===== src/rtl/pipe_pkg.sv =====
// Shared types and constants for the elastic pipeline stage register.
// The state encoding doubles as the occupancy count (beats held).
package pipe_pkg;

    typedef enum logic [1:0] {
        EMPTY = 2'd0,
        BUSY  = 2'd1,
        FULL  = 2'd2
    } pipe_state_e;

    function automatic int payload_w(input int num_fields, input int field_w);
        return num_fields * field_w;
    endfunction

    // Bubble payload is all zeros (a MIPS nop); sliced down to the payload width by users.
    localparam int MAX_PAYLOAD_W = 4096;
    localparam logic [MAX_PAYLOAD_W-1:0] BUBBLE = '0;

endpackage


===== src/rtl/pipe_sat_counter.sv =====
// Saturating up-counter with synchronous clear; holds at all-ones instead of wrapping.
module pipe_sat_counter #(
    parameter int W = 16
) (
    input  logic         clk_i,
    input  logic         rst_i,
    input  logic         clear_i,
    input  logic         inc_i,
    output logic [W-1:0] count_o
);

    logic [W-1:0] count_q;
    logic [W-1:0] count_d;

    always_comb begin
        count_d = count_q;
        if (clear_i) begin
            count_d = '0;
        end else if (inc_i && (count_q != {W{1'b1}})) begin
            count_d = count_q + W'(1);
        end
    end

    always_ff @(posedge clk_i or posedge rst_i) begin
        if (rst_i) begin
            count_q <= '0;
        end else begin
            count_q <= count_d;
        end
    end

    assign count_o = count_q;

endmodule


===== src/rtl/pipe_skid_reg.sv =====
// Elastic pipeline stage: two-entry skid buffer with registered in_ready, synchronous
// flush to bubble, and a saturating count of downstream stall cycles.
module pipe_skid_reg
    import pipe_pkg::*;
#(
    parameter int NUM_FIELDS = 5,
    parameter int FIELD_W    = 32,
    parameter int CNT_W      = 16
) (
    input  logic                                 clk_i,
    input  logic                                 reset_i,
    input  logic                                 flush_i,
    input  logic                                 in_valid_i,
    output logic                                 in_ready_o,
    input  logic [payload_w(NUM_FIELDS, FIELD_W)-1:0] in_data_i,
    output logic                                 out_valid_o,
    input  logic                                 out_ready_i,
    output logic [payload_w(NUM_FIELDS, FIELD_W)-1:0] out_data_o,
    output logic [1:0]                           occupancy_o,
    output logic [CNT_W-1:0]                     stall_cycles_o,
    output pipe_state_e                          state_o
);

    localparam int PW = payload_w(NUM_FIELDS, FIELD_W);
    localparam logic [PW-1:0] ZERO = BUBBLE[PW-1:0];

    // Handshake: a beat moves on a rising edge where valid and ready are both high.
    // in_ready_o and out_valid_o come from state_q alone, never from in_valid_i/out_ready_i.
    pipe_state_e   state_q, state_d;
    logic [PW-1:0] main_q, main_d;
    logic [PW-1:0] skid_q, skid_d;
    logic          accept;
    logic          pop;

    assign in_ready_o  = (state_q != FULL);
    assign out_valid_o = (state_q != EMPTY);
    assign accept      = in_valid_i && in_ready_o;
    assign pop         = out_valid_o && out_ready_i;

    always_comb begin
        state_d = state_q;
        main_d  = main_q;
        skid_d  = skid_q;
        case (state_q)
            EMPTY: begin
                if (accept) begin
                    state_d = BUSY;
                    main_d  = in_data_i;
                end
            end
            BUSY: begin
                if (accept && pop) begin
                    main_d = in_data_i;
                end else if (accept) begin
                    state_d = FULL;
                    skid_d  = in_data_i;
                end else if (pop) begin
                    state_d = EMPTY;
                    main_d  = ZERO;
                end
            end
            FULL: begin
                if (pop) begin
                    state_d = BUSY;
                    main_d  = skid_q;
                    skid_d  = ZERO;
                end
            end
            default: begin
                state_d = EMPTY;
                main_d  = ZERO;
                skid_d  = ZERO;
            end
        endcase
        // Flush wins: held beats and any beat offered this cycle are discarded.
        if (flush_i) begin
            state_d = EMPTY;
            main_d  = ZERO;
            skid_d  = ZERO;
        end
    end

    always_ff @(posedge clk_i or posedge reset_i) begin
        if (reset_i) begin
            state_q <= EMPTY;
            main_q  <= ZERO;
            skid_q  <= ZERO;
        end else begin
            state_q <= state_d;
            main_q  <= main_d;
            skid_q  <= skid_d;
        end
    end

    // main_q is zeroed on every path into EMPTY, so out_data is the bubble whenever idle.
    assign out_data_o  = main_q;
    assign occupancy_o = state_q;
    assign state_o     = state_q;

    pipe_sat_counter #(
        .W(CNT_W)
    ) u_stall_cnt (
        .clk_i   (clk_i),
        .rst_i   (reset_i),
        .clear_i (1'b0),
        .inc_i   (out_valid_o && !out_ready_i),
        .count_o (stall_cycles_o)
    );

endmodule


===== config.mk =====
export PLATFORM = sky130hd
export DESIGN_NAME = pipe_skid_reg
export DESIGN_NICKNAME = d
export VERILOG_FILES = /design/src/rtl/pipe_pkg.sv /design/src/rtl/pipe_sat_counter.sv /design/src/rtl/pipe_skid_reg.sv
export SDC_FILE = /design/constraint.sdc
export NUM_CORES = 1
export LEC_CHECK = 0
export ABC_CLOCK_PERIOD_IN_PS = 11050
export CAP_MARGIN = 20
export CORE_MARGIN = 3
export CORE_UTILIZATION = 40
export CTS_CLUSTER_DIAMETER = 40
export DETAILED_ROUTE_END_ITERATION = 8
export PLACE_DENSITY = 0.75
export SLEW_MARGIN = 10
export SYNTH_ARGS = -nofsm -noshare
export SYNTH_HDL_FRONTEND = slang
export SYNTH_SLANG_ARGS = --single-unit
export TNS_END_PERCENT = 20

===== constraint.sdc =====
create_clock -name clk_i -period 11.05 [get_ports clk_i]
set_input_delay 1.6575 -clock clk_i [delete_from_list [all_inputs] [get_ports clk_i]]
set_output_delay 1.6575 -clock clk_i [all_outputs]
set_load 0.01 [all_outputs]

* Word-level counts from Yosys, hierarchy flattened
Index checks and enable logic that the tools add are counted.
Storage, ports and cells: flip-flop bits (word level) 338, input port bits 165, output and inout bits 182, logic and storage cells 45
Cells by class: add/subtract/negate cells 1, reduce and logical (&&, ||, !) cells 11, multiplexer cells 17, equality and inequality tests 12
Operators by type and width (count):
- 160-bit two-way mux | 8
- 160-bit case mux with 3 select lines | 2
- 16-bit by 1-bit adder with 16-bit output, second input constant | 1
- 16-bit != test, second input constant | 1
- 2-bit two-way mux | 6
- 3-bit != test, second input constant | 4
- 4-bit != test, second input constant | 3
- 4-bit AND reduction | 3
- 2-bit case mux with 3 select lines | 1
- 1-bit logical AND | 5
- 2-bit != test, second input constant | 2
- 2-bit by 1-bit == test with 1-bit output, second input constant | 1
- 2-bit == test, second input constant | 1
- 2-bit logical NOT | 1
- 2-bit nonzero test | 1
- 1-bit logical NOT | 1

* Logic depth before layout (Yosys ltp)
Gate-level depths: netlist of the first run.
word-level depth 7, gate-level depth with buffers 8, depth with buffers taken out 5

* By module
Synthesis of the first run repeated with hierarchy kept, for this count alone.
Unflattened totals: cells, all modules 1695, area, all modules 17123.9 um^2
By module, submodules not included:
- pipe_skid_reg | sequential area each 8057.7 um^2, cells each 1594, instances 1, area each 16191.8 um^2
- pipe_sat_counter | sequential area each 400.4 um^2, cells each 101, instances 1, area each 932.1 um^2

* Worst setup path before layout of the first run
OpenSTA, ideal clock, no wires.
path kind input-to-reg, start point in out_ready_i, end point reg u_stall_cnt.count_q[15], in the netlist u_stall_cnt.count_o[15], arrival time 3029 ps, path slack 7894 ps, path buffers 2, data required time 10922 ps, library setup time 128 ps, stages on the path 6, cell sequence buf_6 -> o21bai_4 -> or3_1 -> buf_6 -> nor4_4 -> mux2_1
Between the ends: word-level cells in the longest chain between the ends 3
Ends and longest elaborated chain:
- start: declaration | RTL line pipe_skid_reg.sv:17 | input logic out_ready_i,
- 1-bit logical NOT | RTL line pipe_skid_reg.sv:106 | .inc_i (out_valid_o && !out_ready_i),
- 1-bit logical AND | RTL line pipe_skid_reg.sv:106
- 1-bit logical AND | RTL line pipe_sat_counter.sv:19 | end else if (inc_i && (count_q != {W{1'b1}})) begin
- end signal: assignment | RTL line pipe_sat_counter.sv:28 | count_q <= count_d;
- end: declaration | RTL line pipe_sat_counter.sv:12 | logic [W-1:0] count_q;
No other way between the ends. A chain may end at the register's enable or synchronous reset.

* Final worst setup path of the first run
start point in out_ready_i, end point reg skid_q[49]
Between the ends: word-level cells in the longest chain between the ends 4, elaborated cells on any way between the ends 5, those cells by class 2 x eq/ne; 3 x reduce/logical
Ends and longest elaborated chain:
- 1-bit logical AND (*) | RTL line pipe_skid_reg.sv:38 | assign pop = out_valid_o && out_ready_i;
- 1-bit logical AND | RTL line pipe_skid_reg.sv:52 | if (accept && pop) begin
- 3-bit != test (no source line)
- 4-bit AND reduction (no source line) (*)
- end signal: assignment | RTL line pipe_skid_reg.sv:91 | skid_q <= skid_d;
- end: declaration | RTL line pipe_skid_reg.sv:31 | logic [PW-1:0] skid_q, skid_d;
Mark *: on every way between the ends. The rest lies on a longest branch, timed or not.

==> impl_summary.log, run 1 <==
INFO  metric outcome = completed
INFO  metric worstPathCellList = clkdlybuf4s50_1 -> nor2b_1 -> o22a_1 -> nor2_4 -> buf_4 -> buf_4 -> mux2i_1
INFO  metric crit-reg2reg-capture = skid_q[105]
INFO  metric postCtsResizedCells = 0
INFO  metric clk_transition_reported_paths = 0.06 ns
INFO  metric fp.dieH = 199.4 µm
INFO  metric setup_tns = 0 ns
INFO  metric critical_path.most_common_cell = buf_4
INFO  metric p_per_area = 168.9 nW/µm²
INFO  metric vias = 11699
INFO  metric synth_largest_area_cell = dfrtp_1
INFO  metric yosys_most_used_dff = dfrtp_1
INFO  metric finalCritPeriodShare = 0.3880
INFO  metric clockRootBuffer = clkbuf_16
INFO  metric worstHoldPathType = reg -> reg
INFO  metric least_margin_pin_slew = 1.124 ns
INFO  metric totalWireLength = 42.61 mm
INFO  metric drc_errors = 0
INFO  metric worst-endpoint-required = 11.51 ns
INFO  metric synth_area_per_cell = 11.24 µm²
INFO  metric p_switching = 0.9020 mW
INFO  metric detail_route.wl_per_cell = 19.88 µm
INFO  metric number_of_nets_produced_by_synthesis = 1497
INFO  metric critical-path-top-delay-family = buffers and inverters
INFO  metric timing.reg2reg.setup_slack = 7.72 ns
INFO  metric switching_share = 0.2618
INFO  metric floorplan.initialDensity = 0.4068
INFO  metric timing.critical_path.fanout_max = 59
INFO  metric worst_setup_slack_final = 6.762 ns
INFO  metric cp_slowest_cell = buf_4
INFO  metric postSynthRegisterBits = 338
INFO  metric netlist-cell-type-count = 38
INFO  metric die_width = 199.4 µm
INFO  metric synth-async-reset-ratio = 1.000
INFO  metric hold_path_end = out_data_o[13]
INFO  metric cts_post_setup_buffers_inserted = 0
INFO  metric final_nets = 1801
INFO  metric layout_min_cycle_time = 4.288 ns
INFO  metric first_global_vias = 11869
INFO  metric synth_largest_type_area_fraction = 0.5652
INFO  metric timing.fmax = 0.2332 GHz
INFO  metric synth_top_cells_by_area = dfrtp_1 57%, mux2i_1 11%, o2bb2ai_1 9.4%
INFO  metric worstPathBufferInverterCount = 3
INFO  metric finalHoldViolCount = 0
INFO  metric tritoncts.num_buffers = 49
INFO  metric max-cap-violations = 0
INFO  metric drv_slew = 0
INFO  metric postRouteAntennaNets = 0
INFO  metric critPathArrivalTime = 4.75 ns
INFO  metric crit_path_start_kind = input pin
INFO  metric placement.io_buffers = 346
INFO  metric synth-seq-area-share = 0.5652
INFO  metric setup.worst_path.end_class = flop
INFO  metric count_of_flip_flops_with_a_built_in_enable_after_synthesis = 0
INFO  metric post_cts_hold_buffer_count = 0
INFO  metric irDropWorstVdd = 0.0001152 V
INFO  metric layout-drive-gt1-share = 0.07292
INFO  metric p_int = 2.543 mW
INFO  metric reg2reg_depth = 6
INFO  metric clkLatencyLatePin = 0.57 ns
INFO  metric p_leak = 8.715 nW
INFO  metric cts_sinks = 338
INFO  metric tritoncts_clock_tree = built
INFO  metric cts_max_level = 2
INFO  metric synth_cells = 1331
INFO  metric min-delay-start = out_data_o[13]
INFO  metric io_pins = 347
INFO  metric mostFrequentLayoutCells = 346 x clkdlybuf4s50_1, 338 x dfrtp_1, 166 x nand2_1, 163 x inv_1, 162 x mux2i_1
INFO  metric p_clk_frac = 0.457
INFO  metric critical_path_class = in -> reg
INFO  metric worst_clock_skew = 0.01271 ns
INFO  metric floorplan.rows = 70
INFO  metric report.final.setup_viol = 0
INFO  metric yosysWarnings = 0
INFO  metric die_area = 39770 µm²
INFO  metric headroom_to_the_max_slew_limit = 0.2510
INFO  metric grt_start_max_net_pins = 132
INFO  metric clock_path_buffers = 3
INFO  metric finalWeightedCongestion = 0.7779
INFO  metric area.growth.synth_to_final = 36.30%
INFO  metric combinationalPowerShare = 0.142
INFO  metric seq_power_share = 0.401
INFO  metric dr_vias_cell = 5.459
INFO  metric worst_hold_path.num_cells = 1
INFO  metric core_area = 36790 µm²
INFO  metric grt_antenna_before_repair = 2
INFO  metric grt.total_usage = 0.2075
INFO  metric max_stage_delay = 0.88 ns
INFO  metric worst-path-stages = 7
INFO  metric rsz_0062_raised_after_global_routing = no
INFO  metric mostFrequentLayoutCell = clkdlybuf4s50_1
INFO  metric first_pass_iters = 5
INFO  metric critical_path.reg2reg.startpoint = occupancy_o[0]
INFO  metric grt-ovfl-total = 0
INFO  metric grt_pass1_wl = 66.26 mm
INFO  metric synthesis.area = 14970 µm²
INFO  metric drt-initial-drc-count = 669
INFO  metric dpl.hpwl = 25.93 mm
INFO  metric post-place-ws = 6.216 ns
-- state kept, by name (all words and copies together) (netlist names) --
| register | count |
|---|---|
| occupancy_o | 2 |
| out_data_o | 160 |
| skid_q | 160 |
| u_stall_cnt.count_o | 16 |
-- stage by stage --
step | util | power, mW | instances | cell area [µm²] | hold slack [ns]
after floorplan | - | 1.636 | 1331 | 14970 | 0.4969
after global placement | 0.5069 | 1.877 | 2049 | 18650 | 0.4721
after detailed placement | 0.5069 | 1.888 | 2049 | 18650 | 0.4728
after CTS | 0.5521 | 3.479 | 2138 | 20310 | 0.4888
after global routing | 0.5545 | 3.585 | 2142 | 20400 | 0.4993
final | 0.5545 | 3.445 | 2143 | 20400 | 0.4825
-- layout make-up --
class / count / area [µm²]
Timing Repair Buffer: 365 / 3666
Fill cell: 3067 / 16390
Multi-Input combinational cell: 717 / 5396
Inverter: 164 / 623.1
Antenna cell: 2 / 5.005
Clock buffer: 61 / 1371
Clock inverter: 28 / 292.8
Sequential cell: 338 / 8458
Tap cell: 468 / 585.6
-- per-layer routing --
layer | vias up | share of wire | global-route usage
met2 | 431 | 0.48 | 0.3270
met5 | - | 0.00031 | 0
met1 | 5903 | 0.42 | 0.2811
li1 | 5278 | - | -
met3 | 85 | 0.070 | 0.05126
met4 | 2 | 0.030 | 0.07521
-- synth_stat cells (2+ instances only) --
cell type  count
dfrtp_1      338
nand2_1      166
inv_1        164
mux2i_1      162
o2bb2ai_1    161
a22oi_1      160
clkbuf_1      47
buf_2         46
buf_4         12
xor2_1         9
nor2_1         8
nand3_1        7
nor3_1         7
buf_1          5
nor2b_1        4
a21oi_1        3
nand4_1        3
or2_2          3
xnor2_1        3
buf_6          2
nor4_1         2
nor4_4         2
o31a_1         2
-- worst register-to-register path, stage by stage (launching register included) --
cell and delay [ns]:
dfrtp_1 0.72, nor2b_1 0.30, nor2b_4 0.17, buf_4 0.66
buf_4 0.90, nand2_1 0.26, mux2i_1 0.22
-- worst max path at each step --
stage / start / to / slack [ns]
after global routing: out_ready_i / skid_q[49] / 6.67
after detailed placement: out_ready_i / skid_q[49] / 6.22
after global placement: out_ready_i / skid_q[9] / 6.31
after floorplan: reset_i / occupancy_o[0] / 0.03
after CTS: out_ready_i / skid_q[49] / 6.77
final: out_ready_i / skid_q[49] / 6.76
-- cell families (layout without fill, tap and decap cells) --
group                      Yosys count  in the layout  synth area share
other                                0              2                 0
buffers and inverters              276            618           0.07708
and+or+nand+nor                    210            210           0.06061
adders and majority gates            1              1         0.0008359
xor gates and xnor gates            12             12          0.007023
muxes                              164            164            0.1099
DFF                                338            338            0.5652
AOI/OAI and AO/OA                  330            330            0.1794
-- power by group through the flow --
stage / Sequential (mW) / Combinational, mW / Clock, mW
2_1_floorplan: 1.41 / 0.224 / 0
3_3_place_gp: 1.40 / 0.478 / 0
3_5_place_dp: 1.40 / 0.489 / 0
4_1_cts: 1.38 / 0.491 / 1.61
5_1_grt: 1.39 / 0.530 / 1.66
6_report: 1.38 / 0.489 / 1.57
Note: power is estimated with default switching activity, not from simulation.
==> inputs of run 2 (changes only) <==
ABC_CLOCK_PERIOD_IN_PS = 3800   (was 11050)
clock period = 3.8 ns   (was 11.05 ns; I/O delays follow)
==> run 2 against run 1 <==
Die area stayed put. Clock power increased to 3.3 times the previous value. Flip-flop and latch count unchanged. Design area is 2.0% higher. Routed wire length grew 2.3%. Critical path depth decreased by 5. Non-clock buffer count up 9. Utilization up 1.1 points. Critical endpoint is now out_valid_o. Largest cell class unchanged. Largest power group unchanged.
==> impl_summary.log, run 2 (synthesized netlist as in run 1, its figures left out) <==
INFO  metric area.growth.synth_to_final = 39.00% (was 36.30%)
INFO  metric final_cell_count_no_fill = 2162 (was 2143)
INFO  metric worst-endpoint-required = 3.23 ns (was 11.51 ns)
INFO  metric cts_sinks = 338 (unchanged)
INFO  metric dpl.hpwl = 26.40 mm (was 25.93 mm)
INFO  metric timing.critical_path.fanout_max = 12 (was 59)
INFO  metric worst_hold_path.num_cells = 1 (unchanged)
INFO  metric setup.worst_path.end_class = output port (was flop)
INFO  metric final_nets = 1814 (was 1801)
INFO  metric die_area = 39770 µm² (unchanged)
INFO  metric irDropWorstVdd = 0.0003041 V (was 0.0001152 V)
INFO  metric critical_path_class = reg -> out (was in -> reg)
INFO  metric grt_start_max_net_pins = 162 (was 132)
INFO  metric p_per_area = 508.8 nW/µm² (was 168.9 nW/µm²)
INFO  metric crit_path_start_kind = flop (was input pin)
INFO  metric mostFrequentLayoutCells = 346 x clkdlybuf4s50_1, 338 x dfrtp_1, 166 x nand2_1, 163 x inv_1, 162 x mux2i_1 (unchanged)
INFO  metric fp.dieH = 199.4 µm (unchanged)
INFO  metric grt.total_usage = 0.2152 (was 0.2075)
INFO  metric setup_tns = 0 ns (unchanged)
INFO  metric cts_post_setup_buffers_inserted = 0 (unchanged)
INFO  metric rsz_0062_raised_after_global_routing = no (unchanged)
INFO  metric post-place-ws = 0.9844 ns (was 6.216 ns)
INFO  metric n_fill_cell = 3052 (was 3067)
INFO  metric clkLatencyLatePin = 0.57 ns (about the same)
INFO  metric post_cts_hold_buffer_count = 0 (unchanged)
INFO  metric layout-drive-gt1-share = 0.08220 (was 0.07292)
INFO  metric clockRootBuffer = clkbuf_16 (unchanged)
INFO  metric placed_cells_incl_taps = 2061 (was 2049)
INFO  metric area.sequential = 8458 µm² (unchanged)
INFO  metric vias = 11845 (was 11699)
INFO  metric timing.fmax = 0.3852 GHz
INFO  metric grt_antenna_before_repair = 1 (was 2)
INFO  metric first_global_vias = 12469 (was 11869)
INFO  metric outcome = completed (unchanged)
INFO  metric drv_slew = 0 (unchanged)
INFO  metric grt-ovfl-total = 0 (unchanged)
INFO  metric floorplan.rows = 70 (unchanged)
INFO  metric report.final.setup_viol = 0 (unchanged)
INFO  metric worstHoldPathType = reg -> reg (unchanged)
INFO  metric first_pass_iters = 5 (unchanged)
INFO  metric floorplan.initialDensity = 0.4068 (unchanged)
INFO  metric grt_pass1_wl = 68.72 mm (was 66.26 mm)
INFO  metric least_margin_pin_slew = 0.9212 ns (was 1.124 ns)
INFO  metric postRouteAntennaNets = 0 (unchanged)
INFO  metric tritoncts.num_buffers = 53 (was 49)
INFO  metric drt-initial-drc-count = 788 (was 669)
INFO  metric dr_vias_cell = 5.479 (was 5.459)
INFO  metric finalCritPeriodShare = 0.6831
INFO  metric cts_max_level = 2 (unchanged)
INFO  metric io_pins = 347 (unchanged)
INFO  metric multi_input_comb_area = 5396 µm² (unchanged)
INFO  metric core_area = 36790 µm² (unchanged)
INFO  metric layout_min_cycle_time = 2.596 ns
INFO  metric tritoncts_clock_tree = built (unchanged)
INFO  metric max-cap-violations = 0 (unchanged)
INFO  metric mostFrequentLayoutCell = clkdlybuf4s50_1 (unchanged)
INFO  metric postCtsResizedCells = 0 (unchanged)
INFO  metric totalPowerFinal = 10.58 mW (was 3.445 mW)
INFO  metric worst_clock_skew = 0.01496 ns (was 0.01271 ns)
INFO  metric placement.io_buffers = 346 (unchanged)
INFO  metric reg2reg_depth = 5 (was 6)
INFO  metric detail_route.wl_per_cell = 20.15 µm (was 19.88 µm)
INFO  metric clock_path_buffers = 3 (unchanged)
INFO  metric p_leak = 8.881 nW (was 8.715 nW)
INFO  metric finalWeightedCongestion = 0.8037 (was 0.7779)
INFO  metric utilization = 0.5655 (was 0.5545)
INFO  metric headroom_to_the_max_slew_limit = 0.3845 (was 0.2510)
INFO  metric die_width = 199.4 µm (unchanged)
INFO  metric clk_transition_reported_paths = 0.05 ns (was 0.06 ns)
INFO  metric drc_errors = 0 (unchanged)
INFO  metric finalHoldViolCount = 0 (unchanged)
INFO  metric totalWireLength = 43.57 mm (was 42.61 mm)
INFO  metric critPathArrivalTime = 2.03 ns (was 4.75 ns)
INFO  metric worst_setup_slack_final = 1.204 ns (was 6.762 ns)
## run 2: cell types whose count changed in the layout (fill, tap and decap cells not counted), moves of 4 or more
| cell | previous run | this run |
|---|---|---|
| buf_12 | 0 | 13 |
| bufinv_16 | 4 | 8 |
| clkbuf_16 | 49 | 55 |
| clkbuf_8 | 10 | 4 |
| clkinv_4 | 2 | 7 |
## run 2: area by class of cell
cell class / instances / area share
Tap cell: 468 / 0.02815
Clock inverter: 36 / 0.02195
Sequential cell: 338 / 0.4066
Antenna cell: 3 / 0.0003609
Clock buffer: 62 / 0.06935
Timing Repair Buffer: 374 / 0.1844
Multi-Input combinational cell: 717 / 0.2594
Inverter: 164 / 0.02977
## run 2: worst max-delay path, stage by stage (launching register included)
cell and delay [ns]:
dfrtp_1 0.59, or2_2 0.38, clkdlybuf4s50_1 0.48
## run 2: per-layer routing
metal | wire [µm] | share of wire | up-vias | global-route usage
met5 | 0 | 0 | - | 0
met4 | 1275 | 0.029 | 0 | 0.08633
met3 | 2701 | 0.062 | 80 | 0.04249
met2 | 21390 | 0.49 | 412 | 0.3487
met1 | 18200 | 0.42 | 6028 | 0.2866
li1 | - | - | 5325 | -
## run 2: worst paths after layout
path                                      from                     end  slack [ns]
worst max-delay path            occupancy_o[0]             out_valid_o        1.20
max in group asynchronous              reset_i              skid_q[59]        2.32
worst max register to register  occupancy_o[0]              skid_q[89]        1.37
min in group asynchronous              reset_i  u_stall_cnt.count_o[9]        0.55
worst min-delay path             out_data_o[6]           out_data_o[6]        0.48
worst min register to register   out_data_o[6]           out_data_o[6]        0.48
## run 2: report_power, final
part | internal [mW] | switching (mW)
Combinational | 0.721 | 0.728
Clock | 3.29 | 1.82
Sequential | 3.84 | 0.182
Total | 7.85 | 2.73
## run 2: per-stage QoR
stage	hold slack (ns)	area [µm²]
floorplan	0.4969	14970
global placement	0.4694	18900
detailed placement	0.4727	18900
CTS	0.4903	20790
global route	0.5011	20800
finish	0.4838	20800
==> inputs of run 3 (changes only) <==
ABC_CLOCK_PERIOD_IN_PS = 2300   (was 3800)
clock period = 2.3 ns   (was 3.8 ns; I/O delays follow)
==> run 3 against run 2 <==
Clock power up 46%. Clock-buffer cell count down 4. Sequential power up 65%. Sequential share of layout area down 0.50 points. Clock skew up 0.0039 ns. Total power up 57%. Final cell count up 0.74%. Via count down 0.35%. Non-clock buffer count up 30. Critical path depth unchanged. Die area unchanged. Largest cell class unchanged. Largest power group unchanged.
==> impl_summary.log, run 3 (synthesized netlist as in run 1, its figures left out) <==
INFO  metric outcome = completed (unchanged)
INFO  metric mostFrequentLayoutCell = clkdlybuf4s50_1 (unchanged)
INFO  metric setup.worst_path.end_class = output port (unchanged)
INFO  metric p_leak = 9.004 nW (was 8.881 nW)
INFO  metric dpl.hpwl = 27.73 mm (was 26.40 mm)
INFO  metric final_nets = 1839 (was 1814)
INFO  metric critical-path-top-delay-family = flip-flops (unchanged)
INFO  metric floorplan.rows = 70 (unchanged)
INFO  metric die_area = 39770 µm² (unchanged)
INFO  metric max_stage_delay = 0.52 ns (was 0.59 ns)
INFO  metric drt-initial-drc-count = 671 (was 788)
INFO  metric grt_antenna_before_repair = 1 (unchanged)
INFO  metric placement.io_buffers = 346 (unchanged)
INFO  metric max-cap-violations = 0 (unchanged)
INFO  metric grt_pass1_wl = 67.36 mm (was 68.72 mm)
INFO  metric final_cell_count_no_fill = 2178 (was 2162)
INFO  metric finalHoldViolCount = 0 (unchanged)
INFO  metric first_pass_iters = 5 (unchanged)
INFO  metric finalWeightedCongestion = 0.7953 (was 0.8037)
INFO  metric post_cts_hold_buffer_count = 0 (unchanged)
INFO  metric cp_slowest_cell = dfrtp_1 (unchanged)
INFO  metric clk_transition_reported_paths = 0.05 ns (about the same)
INFO  metric die_width = 199.4 µm (unchanged)
INFO  metric utilization = 0.5726 (was 0.5655)
INFO  metric layout_min_cycle_time = 2.225 ns
INFO  metric headroom_to_the_max_slew_limit = 0.5765 (was 0.3845)
INFO  metric grt.total_usage = 0.2095 (was 0.2152)
INFO  metric fp.dieH = 199.4 µm (unchanged)
INFO  metric worst-endpoint-required = 1.96 ns (was 3.23 ns)
INFO  metric drv_slew = 0 (unchanged)
INFO  metric post-route-cell-area = 21060 µm² (was 20800 µm²)
INFO  metric n_fill_cell = 3040 (was 3052)
INFO  metric crit_path_start_kind = flop (unchanged)
INFO  metric totalPowerFinal = 16.65 mW (was 10.58 mW)
INFO  metric grt_start_max_net_pins = 118 (was 162)
INFO  metric clock_path_buffers = 3 (unchanged)
INFO  metric totalWireLength = 42.70 mm (was 43.57 mm)
INFO  metric detail_route.wl_per_cell = 19.61 µm (was 20.15 µm)
INFO  metric layout-drive-gt1-share = 0.09070 (was 0.08220)
INFO  metric drc_errors = 0 (unchanged)
INFO  metric p_per_area = 790.5 nW/µm² (was 508.8 nW/µm²)
INFO  metric launching_instance_or_port_of_the_critical_path = occupancy_o[0] (unchanged)
INFO  metric worst-path-stages = 2 (unchanged)
INFO  metric cts_sinks = 338 (unchanged)
INFO  metric mostFrequentLayoutCells = 346 x clkdlybuf4s50_1, 337 x dfrtp_1, 166 x nand2_1, 163 x inv_1, 162 x mux2i_1 (was 346 x clkdlybuf4s50_1, 338 x dfrtp_1, 166 x nand2_1, 163 x inv_1, 162 x mux2i_1)
INFO  metric least_margin_pin_slew = 0.6352 ns (was 0.9212 ns)
INFO  metric worstPathCellList = or2_2 -> clkdlybuf4s50_1 (unchanged)
INFO  metric placed_cells_incl_taps = 2090 (was 2061)
INFO  metric postRouteAntennaNets = 0 (unchanged)
INFO  metric io_pins = 347 (unchanged)
INFO  metric area.growth.synth_to_final = 40.75% (was 39.00%)
INFO  metric report.final.setup_viol = 0 (unchanged)
INFO  metric clkLatencyLatePin = 0.54 ns (was 0.57 ns)
INFO  metric cp_endpoint = out_valid_o (unchanged)
INFO  metric critical_path.reg2reg.startpoint = occupancy_o[0] (unchanged)
INFO  metric irDropWorstVdd = 0.0004869 V (was 0.0003041 V)
INFO  metric reg2reg_depth = 5 (unchanged)
INFO  metric cts_max_level = 2 (unchanged)
INFO  metric timing.critical_path.fanout_max = 8 (was 12)
INFO  metric timing.reg2reg.setup_slack = 0.31 ns (was 1.37 ns)
INFO  metric worstHoldPathType = in -> async (was reg -> reg)
INFO  metric worst_clock_skew = 0.01888 ns (was 0.01496 ns)
INFO  metric multi_input_comb_area = 5396 µm² (unchanged)
INFO  metric crit-reg2reg-capture = skid_q[99] (was skid_q[89])
INFO  metric vias = 11803 (was 11845)
INFO  metric core_area = 36790 µm² (unchanged)
INFO  metric timing.fmax = 0.4495 GHz
INFO  metric tritoncts_clock_tree = built (unchanged)
INFO  metric finalCritPeriodShare = 0.9672
INFO  metric critical_path_class = reg -> out (unchanged)
INFO  metric first_global_vias = 12467 (was 12469)
INFO  metric tritoncts.num_buffers = 48 (was 53)
INFO  metric rsz_0062_raised_after_global_routing = no (unchanged)
INFO  metric clockRootBuffer = clkbuf_16 (unchanged)
INFO  metric grt-ovfl-total = 0 (unchanged)
INFO  metric dpl_cell_area = 19410 µm² (was 18900 µm²)
INFO  metric area.sequential = 8459 µm² (was 8458 µm²)
INFO  metric floorplan.initialDensity = 0.4068 (unchanged)
INFO  metric critPathArrivalTime = 1.88 ns (was 2.03 ns)
INFO  metric worstPathBufferInverterCount = 1 (unchanged)
INFO  metric dr_vias_cell = 5.419 (was 5.479)
## run 3: cell type report
| cell class | count | share of cell area |
|---|---|---|
| clock buffers | 58 | 0.06124 |
| diodes | 1 | 0.0001188 |
| clock inverters | 28 | 0.01657 |
| repair buffers | 404 | 0.2071 |
| inverters | 164 | 0.02940 |
| multi-input cells | 717 | 0.2562 |
| flip-flops and latches | 338 | 0.4016 |
| well taps | 468 | 0.02780 |
## run 3: metrics by stage
step	hold WS (ns)	worst slack (ns)	TNS (ns)
floorplan	0.4788	-2.564	-866.49
global placement	0.4706	0.09900	0
detailed placement	0.4726	0.07985	0
CTS	0.1450	0.04881	0
global route	0.1604	0.01472	0
finish	0.1620	0.07538	0
## run 3: timing repair
item	CTS	global route
resized for setup	1	0
buffers inserted	1	0
endpoints found under the setup margin	2	0
## run 3: power breakdown
| part | internal, mW | leakage [nW] | switching, mW |
|---|---|---|---|
| clock | 4.71 | 0.788 | 2.76 |
| sequential | 6.35 | 4.58 | 0.295 |
| combinational | 1.31 | 3.63 | 1.22 |
| total | 12.4 | 9.00 | 4.28 |
## run 3: how the worst min path moves through the flow
stage | depth (start not counted) | slack [ns] | to
final | 2 | 0.16 | u_stall_cnt.count_o[11]
after detailed placement | 1 | 0.47 | out_data_o[114]
after global routing | 2 | 0.16 | u_stall_cnt.count_o[11]
after global placement | 1 | 0.47 | out_data_o[34]
after CTS | 2 | 0.14 | u_stall_cnt.count_o[8]
after floorplan | 2 | 0.48 | skid_q[0]
## run 3: metal layers
layer / part of all wire / wire, µm / track usage / vias up
li1: - / - / - / 5365
met1: 0.44 / 18630 / 0.2841 / 5919
met2: 0.47 / 20260 / 0.3387 / 427
met3: 0.056 / 2388 / 0.03574 / 92
met4: 0.033 / 1426 / 0.08193 / 0
met5: 0 / 0 / 0 / -
